--- src/rtl/uart_rx_axis.sv ---
// -----------------------------------------------------------------------------
// uart_rx_axis
// UART receiver (8N1, or 8E1 when UART_RX_PARITY_EN is defined) that pushes
// completed bytes into a small FIFO. The FIFO head is presented as an
// AXI4-Stream master. Framing, overflow and parity errors are reported as
// one-cycle pulses. A saturating counter tallies those pulses.
//
// Compile-time option:
//   UART_RX_PARITY_EN - adds an even-parity bit after the data bits and
//                       enables parity_err.
//
// Parameters:
//   CLKS_PER_BIT  clock cycles per bit period (>= 4)
//   FIFO_DEPTH    byte entries in the receive FIFO (power of 2, >= 2)
//
// Ports:
//   clk, rst_n     clock and synchronous active-low reset
//   rx             asynchronous serial input, idles high
//   m_axis_*       AXI4-Stream master (tdata/tvalid/tready, tlast tied 0)
//   frame_err      pulse: stop bit sampled low
//   overflow       pulse: completed byte dropped, FIFO full
//   parity_err     pulse: parity mismatch (0 when parity not compiled in)
//   err_count      saturating count of error pulses
// -----------------------------------------------------------------------------
module uart_rx_axis #(
    parameter int CLKS_PER_BIT = 104,
    parameter int FIFO_DEPTH   = 4
) (
    input  logic       clk,
    input  logic       rst_n,
    input  logic       rx,
    output logic [7:0] m_axis_tdata,
    output logic       m_axis_tvalid,
    input  logic       m_axis_tready,
    output logic       m_axis_tlast,
    output logic       frame_err,
    output logic       overflow,
    output logic       parity_err,
    output logic [7:0] err_count
);

    localparam int TW = $clog2(CLKS_PER_BIT);
    localparam int AW = $clog2(FIFO_DEPTH);
    localparam logic [TW-1:0] T_HALF = TW'(CLKS_PER_BIT / 2 - 1);
    localparam logic [TW-1:0] T_LAST = TW'(CLKS_PER_BIT - 1);

    typedef enum logic [2:0] {
        S_IDLE   = 3'd0,
        S_START  = 3'd1,
        S_DATA   = 3'd2,
`ifdef UART_RX_PARITY_EN
        S_PARITY = 3'd3,
`endif
        S_STOP   = 3'd4,
        S_BREAK  = 3'd5
    } state_t;

    // Synchronizer and edge-detect history; all reset to the idle level.
    logic rx_meta_q, rx_sync_q, rx_prev_q;
    logic rx_s, fall_s;

    state_t        state_q, state_d;
    logic [TW-1:0] timer_q, timer_d;
    logic [2:0]    bit_idx_q, bit_idx_d;
    logic [7:0]    shift_q, shift_d;
`ifdef UART_RX_PARITY_EN
    logic          par_flag_q, par_flag_d;
`endif
    logic          push_s;

    logic [7:0]    mem_q [FIFO_DEPTH];
    logic [7:0]    mem_d [FIFO_DEPTH];
    logic [AW:0]   wr_ptr_q, wr_ptr_d, rd_ptr_q, rd_ptr_d;
    logic          empty_s, full_s, pop_s, wr_en_s;

    logic          frame_err_q, frame_err_d;
    logic          overflow_q, overflow_d;
    logic          parity_err_q, parity_err_d;
    logic [7:0]    err_count_q, err_count_d;

    assign rx_s   = rx_sync_q;
    assign fall_s = rx_prev_q & ~rx_s;

    // Two-flop synchronizer plus one history flop for falling-edge detection.
    always_ff @(posedge clk) begin
        if (!rst_n) begin
            rx_meta_q <= 1'b1;
            rx_sync_q <= 1'b1;
            rx_prev_q <= 1'b1;
        end else begin
            rx_meta_q <= rx;
            rx_sync_q <= rx_meta_q;
            rx_prev_q <= rx_sync_q;
        end
    end

    // Receive FSM next-state: bit timing, deframing and error detection.
    always_comb begin
        state_d      = state_q;
        timer_d      = (timer_q == T_LAST) ? '0 : timer_q + TW'(1);
        bit_idx_d    = bit_idx_q;
        shift_d      = shift_q;
`ifdef UART_RX_PARITY_EN
        par_flag_d   = par_flag_q;
`endif
        push_s       = 1'b0;
        frame_err_d  = 1'b0;
        parity_err_d = 1'b0;
        case (state_q)
            S_IDLE: begin
                if (fall_s) begin
                    timer_d   = '0;
                    bit_idx_d = 3'd0;
`ifdef UART_RX_PARITY_EN
                    par_flag_d = 1'b0;
`endif
                    state_d   = S_START;
                end else begin
                    state_d = S_IDLE;
                end
            end
            S_START: begin
                // Mid-start-bit check; a high level means a glitch, not a start.
                if (timer_q == T_HALF) begin
                    if (rx_s) begin
                        state_d = S_IDLE;
                    end else begin
                        timer_d = '0;
                        state_d = S_DATA;
                    end
                end else begin
                    state_d = S_START;
                end
            end
            S_DATA: begin
                if (timer_q == T_LAST) begin
                    shift_d   = {rx_s, shift_q[7:1]};
                    bit_idx_d = bit_idx_q + 3'd1;
                    if (bit_idx_q == 3'd7) begin
`ifdef UART_RX_PARITY_EN
                        state_d = S_PARITY;
`else
                        state_d = S_STOP;
`endif
                    end else begin
                        state_d = S_DATA;
                    end
                end else begin
                    state_d = S_DATA;
                end
            end
`ifdef UART_RX_PARITY_EN
            S_PARITY: begin
                if (timer_q == T_LAST) begin
                    par_flag_d = rx_s ^ (^shift_q);
                    state_d    = S_STOP;
                end else begin
                    state_d = S_PARITY;
                end
            end
`endif
            S_STOP: begin
                if (timer_q == T_LAST) begin
                    if (rx_s) begin
`ifdef UART_RX_PARITY_EN
                        if (par_flag_q) begin
                            parity_err_d = 1'b1;
                        end else begin
                            push_s = 1'b1;
                        end
`else
                        push_s = 1'b1;
`endif
                        state_d = S_IDLE;
                    end else begin
                        frame_err_d = 1'b1;
                        state_d     = S_BREAK;
                    end
                end else begin
                    state_d = S_STOP;
                end
            end
            S_BREAK: begin
                // A line held low must return high before a new start is armed.
                if (rx_s) begin
                    state_d = S_IDLE;
                end else begin
                    state_d = S_BREAK;
                end
            end
            default: begin
                state_d = S_IDLE;
            end
        endcase
    end

    // FIFO control: a pop frees the head slot in the same cycle a full push lands.
    always_comb begin
        empty_s    = (wr_ptr_q == rd_ptr_q);
        full_s     = (wr_ptr_q[AW] != rd_ptr_q[AW]) &&
                     (wr_ptr_q[AW-1:0] == rd_ptr_q[AW-1:0]);
        pop_s      = !empty_s && m_axis_tready;
        wr_en_s    = push_s && (!full_s || pop_s);
        overflow_d = push_s && full_s && !pop_s;
        mem_d      = mem_q;
        wr_ptr_d   = wr_ptr_q;
        rd_ptr_d   = rd_ptr_q;
        if (wr_en_s) begin
            mem_d[wr_ptr_q[AW-1:0]] = shift_q;
            wr_ptr_d                = wr_ptr_q + (AW+1)'(1);
        end else begin
            wr_ptr_d = wr_ptr_q;
        end
        if (pop_s) begin
            rd_ptr_d = rd_ptr_q + (AW+1)'(1);
        end else begin
            rd_ptr_d = rd_ptr_q;
        end
    end

    // Error tally; the pulses never coincide so one increment per cycle suffices.
    always_comb begin
        if ((frame_err_d || overflow_d || parity_err_d) && (err_count_q != 8'hFF)) begin
            err_count_d = err_count_q + 8'd1;
        end else begin
            err_count_d = err_count_q;
        end
    end

    // State, datapath, FIFO and status registers.
    always_ff @(posedge clk) begin
        if (!rst_n) begin
            state_q      <= S_IDLE;
            timer_q      <= '0;
            bit_idx_q    <= 3'd0;
            shift_q      <= 8'd0;
`ifdef UART_RX_PARITY_EN
            par_flag_q   <= 1'b0;
`endif
            for (int i = 0; i < FIFO_DEPTH; i++) begin
                mem_q[i] <= 8'd0;
            end
            wr_ptr_q     <= '0;
            rd_ptr_q     <= '0;
            frame_err_q  <= 1'b0;
            overflow_q   <= 1'b0;
            parity_err_q <= 1'b0;
            err_count_q  <= 8'd0;
        end else begin
            state_q      <= state_d;
            timer_q      <= timer_d;
            bit_idx_q    <= bit_idx_d;
            shift_q      <= shift_d;
`ifdef UART_RX_PARITY_EN
            par_flag_q   <= par_flag_d;
`endif
            mem_q        <= mem_d;
            wr_ptr_q     <= wr_ptr_d;
            rd_ptr_q     <= rd_ptr_d;
            frame_err_q  <= frame_err_d;
            overflow_q   <= overflow_d;
            parity_err_q <= parity_err_d;
            err_count_q  <= err_count_d;
        end
    end

    assign m_axis_tdata  = mem_q[rd_ptr_q[AW-1:0]];
    assign m_axis_tvalid = !empty_s;
    assign m_axis_tlast  = 1'b0;
    assign frame_err     = frame_err_q;
    assign overflow      = overflow_q;
    assign parity_err    = parity_err_q;
    assign err_count     = err_count_q;

endmodule

--- config.mk ---
export PLATFORM = sky130hd
export DESIGN_NAME = uart_rx_axis
export DESIGN_NICKNAME = d
export VERILOG_FILES = /design/src/rtl/uart_rx_axis.sv
export SDC_FILE = /design/constraint.sdc
export NUM_CORES = 1
export LEC_CHECK = 0
export ABC_AREA = 1
export CAP_MARGIN = 20
export CORE_ASPECT_RATIO = 1.1
export CORE_MARGIN = 2
export CORE_UTILIZATION = 52
export CTS_CLUSTER_SIZE = 40
export DETAILED_ROUTE_END_ITERATION = 10
export GPL_TIMING_DRIVEN = 0
export PLACE_DENSITY = 0.69
export SYNTH_ARGS = -nofsm -noshare
export SYNTH_HDL_FRONTEND = slang
export SYNTH_SLANG_ARGS = --single-unit
--- constraint.sdc ---
create_clock -name clk -period 2.2 [get_ports clk]
set_input_delay 0.22 -clock clk [delete_from_list [all_inputs] [get_ports clk]]
set_output_delay 0.22 -clock clk [all_outputs]
set_load 0.1 [all_outputs]
# After elaboration in Yosys (flattened, before gate mapping)
# Index checks and enable logic that the tools add are counted.
# op_classes
add_sub_neg	5
magnitude_cmp	3
eq_ne	13
n_mux	28
bitwise_logic	4
reduce_logical	16
# ops
op	n
bitwise mux 32 bit	1
2-to-1 mux 7 bit	4
2-to-1 mux 8 bit	3
2-to-1 mux 3 bit	7
binary-select mux 8 bit (select 2 bit)	1
demux 8 bit (select 2 bit)	1
one-hot mux 3 bit (5 select lines)	1
one-hot mux 7 bit (2 select lines)	1
adder 3 x 1 -> 3 bit (second input constant)	3
equality test 3 bit (second input constant)	3
adder 8 x 1 -> 8 bit (second input constant)	1
inequality test 8 bit (second input constant)	1
adder 7 x 1 -> 7 bit (second input constant)	1
equality test 7 x 6 -> 1 bit (second input constant)	1
equality test 7 bit (second input constant)	1
logical AND 1 bit	7
2-to-1 mux 1 bit	7
>= comparator 3 bit (second input constant)	2
NOT 2 -> 3 bit	2
one-hot mux 3 bit (2 select lines)	1
inequality test 2 bit (second input constant)	2
equality test 3 x 1 -> 1 bit (second input constant)	1
equality test 3 x 2 -> 1 bit (second input constant)	1
equality test 3 bit	1
12 further kinds	15
# word_totals
reg_bits	72
in_bits	4
output_inout_bits	21

# Longest topological paths before layout
# depth
word_depth	7
mapped_depth	13
depth_no_buf	12

# Worst setup path after synthesis
# No wires, ideal clock.
# synth_path
kind	reg-to-output
from	reg rd_ptr_q[0]
to	out m_axis_tdata[6]
arrival_ns	2.447
path_slack_ns	-0.467
stages_incl_launch_ff	6
path_buffers	2
path_cell_list	dfxtp_1 > buf_2 > inv_1 > clkbuf_1 > o21ai_0 > o22ai_1
# synth_via
elab_chain_cells	4
# synth_rtl
element	line_no	source
start: declaration	73	logic [AW:0] wr_ptr_q, wr_ptr_d, rd_ptr_q, rd_ptr_d;
start signal: assignment	259	rd_ptr_q <= rd_ptr_d;
NOT 2 -> 3 bit (implied by the code)	267	assign m_axis_tdata = mem_q[rd_ptr_q[AW-1:0]];
binary-select mux 8 bit (select 2 bit)	267	
2-to-1 mux 8 bit (implied by the code) (2 in a row)	267	
end: declaration	32	output logic [7:0] m_axis_tdata,
# Every way passes these cells. The select of a mux whose other input is x is not followed.

# Worst setup path after layout
# layout_path
from	reg err_count_q[7], in the netlist err_count[7]
to	out err_count[7]
# layout_rtl
element	line_no	source
start: declaration	79	logic [7:0] err_count_q, err_count_d;
start signal: assignment	263	err_count_q <= err_count_d;
end: declaration	39	output logic [7:0] err_count
# No word-level cell between the ends.

==> results.json <==
{
  "outcome": "completed",
  "dp_hpwl_mm": 5.09,
  "synth-seq-cells": 72,
  "synth_commonest_cells": "nand2_1 (101), dfxtp_1 (72), nor2_1 (47)",
  "synthCells": 427,
  "postRouteAntennaNets": 0,
  "crit_fanout": 4,
  "via_count": 2840,
  "wire_per_inst_um": 13.4,
  "gr-total-overflow": 0,
  "cp-start-kind": "flop",
  "timing.max_cap.violations": 0,
  "fillers": 596,
  "antenna_cells": 0,
  "synth_warnings": 0,
  "peakVddDrop_uv": 438,
  "core_um2": 6080,
  "cts.path.max_buffers": 2,
  "critPathBufInv": 1,
  "rsz0062_at_grt": "false",
  "yosysUniqueCellTypes": 37,
  "syn-cell-area_um2": 3220,
  "end_kind": "output port",
  "first_pass_iters": 4,
  "synth.avg_cell_area_um2": 7.55,
  "antenna_found_initial": 0,
  "path_clk_slew_ns": 0.08,
  "synth_top_cell_by_area": "dfxtp_1",
  "cts_buffers": 9,
  "start_util_pct": 53.0,
  "synth_edf_count": 0,
  "clock-sinks": 72,
  "fin_crit_ns": 2.14,
  "io_buffers": 22,
  "power_mw": 2.66,
  "die_area_um2": 6850,
  "drv_slew": 0,
  "yosys_most_used_dff": "dfxtp_1",
  "hold_class": "reg -> reg",
  "rows": 30,
  "fmax_ghz": 0.468,
  "root_buffer": "clkbuf_8",
  "die_x_um": 79.1,
  "avgViaCountPerCell": 5.21,
  "route.detailed.drc": 0,
  "track_usage_pct": 23.2,
  "fp.dieH_um": 86.6,
  "leakage_nw": 1.55,
  "path_cells": "clkdlybuf4s50_1",
  "critPathMaxStageDelay_ns": 1.16,
  "critPathTopFamily": "buffers and inverters",
  "drt_iter0_markers": 159,
  "fin_nets": 474,
  "htreeDepth": 3,
  "drt-total-wl_mm": 7.28,
  "cp_slowest_cell": "clkdlybuf4s50_1",
  "ios": 25,
  "slew_headroom_pct": 35.2,
  "grt_pass1_wl_mm": 12.4,
  "yosysMostFrequentCell": "nand2_1",
  "grt_max_degree": 19,
  "gp_congestion": 0.819,
  "synthArstFlopShare_pct": 0,
  "post-route-period-util_pct": 97.1,
  "skew_ns": 0.00746,
  "synth_top_area_share_pct": 44.7,
  "postCtsHoldBufs": 0,
  "powerDensity_nw_per_um2": 703,
  "tritoncts": "yes",
  "yosys-top-cells-area": "dfxtp_1 (45%), nand2_1 (12%), a21oi_1 (7.0%), nor2_1 (5.5%), o21ai_0 (5.0%)",
  "yosysSeqAreaShare_pct": 44.7,
  "post_route_cells_drive_above_1_share_pct": 13.5,
  "crit_type": "reg -> out",
  "syn2layout_area_growth_pct": 17.1,
  "setup_violations": 0,
  "worstPathRequired_ns": 1.98,
  "cp.arrival_ns": 1.92,
  "worst_slew_pin_slew_ns": 0.969,
  "grt_pass1_vias": 2689,
  "tns_ns": 0,
  "hold_violations": 0,
  "worstSkewPairLatency_ns": 0.35
}
-- layer usage --
| metal | vias to the layer above | track usage [%] | share of wire [%] | routed length [µm] |
|---|---|---|---|---|
| li1 | 1475 | - | - | - |
| met1 | 1309 | 29.0 | 45 | 3270 |
| met2 | 45 | 38.4 | 49 | 3600 |
| met3 | 11 | 4.90 | 4.0 | 288 |
| met4 | 0 | 10.5 | 1.7 | 123 |
| met5 | - | 0 | 0 | 0 |
-- state kept, by name, indices dropped and copies added, names as in the netlist, 3 cells and up --
register   cells
mem_q         32
wr_ptr_q       3
err_count      8
shift_q        8
bit_idx_q      3
timer_q        7
state_q        3
rd_ptr_q       3
-- power by group --
group	internal (mW)	switching [mW]
Clock	0.396	0.505
Combinational	0.103	0.329
Sequential	1.32	0.00733
-- area by class of cell --
type                       count  area, µm²  area share, %
multi-input combinational    310       1640           43.4
sequential                    72       1440           38.2
timing repair buffer          23        226           6.00
inverter                      33        143           3.78
clock buffer                   9        124           3.28
tap                           80        100           2.65
buffer                        12       63.8           1.69
clock inverter                 6       37.5          0.994
-- placed cells by master, fill, tap and decap left out, types with 2 or more instances in the layout --
cell type	count
dfxtp_1	70
nand3_2	2
dfxtp_2	2
clkinv_2	3
inv_2	2
inv_1	25
clkinv_1	2
nand4_1	5
clkbuf_2	2
nor3_1	9
dlymetal6s2s_1	2
nand2_4	4
a211oi_1	2
nand2_1	101
clkbuf_8	9
buf_4	10
nand2_2	2
o22ai_2	8
clkbuf_1	6
nor2_1	47
xor2_1	3
nor3b_1	4
clkdlybuf4s50_1	11
nand3_1	17
or2_2	2
ha_1	9
xnor2_1	4
a21oi_1	45
clkinvlp_4	4
conb_1	2
o21ai_0	32
clkinv_4	3
nor2_4	4
-- what timing repair did --
item,4_1_cts,5_1_grt
setup buffers,0,1
gates resized for setup,52,3
setup endpoints to repair,9,9
-- cell families after synthesis --
family | count (synthesis) | synth area share [%]
xor gates and xnor gates | 7 | 1.90
DFF | 72 | 44.7
and+or+nand+nor | 199 | 28.1
adders and majority gates | 9 | 3.49
AOI/OAI and AO/OA | 93 | 15.4
other | 1 | 0.116
buffers and inverters | 46 | 6.36
-- worst paths after layout --
check / slack, ns / start / cells past startpoint / end
worst max-delay path: 0.06 / err_count[7] / 1 / err_count[7]
worst min-delay path: 0.43 / rx_meta_q / 1 / rx_s
worst max register to register: 0.28 / timer_q[0] / 10 / err_count[3]
worst min register to register: 0.43 / rx_meta_q / 1 / rx_s
-- through the flow --
step           instance area [µm²]  cells  util, %  setup WS (ns)  hold slack (ns)
6_report                      3770    545     62.1         0.0648            0.427
3_5_place_dp                  3610    530     59.3         -0.555            0.407
5_1_grt                       3770    545     62.1        0.00993            0.435
3_3_place_gp                  3610    530     59.3         -0.569            0.406
4_1_cts                       3750    544     61.6         0.0223            0.425
2_1_floorplan                 3290    428        -          0.108            0.327
Note: power is estimated with default switching activity, not from simulation.
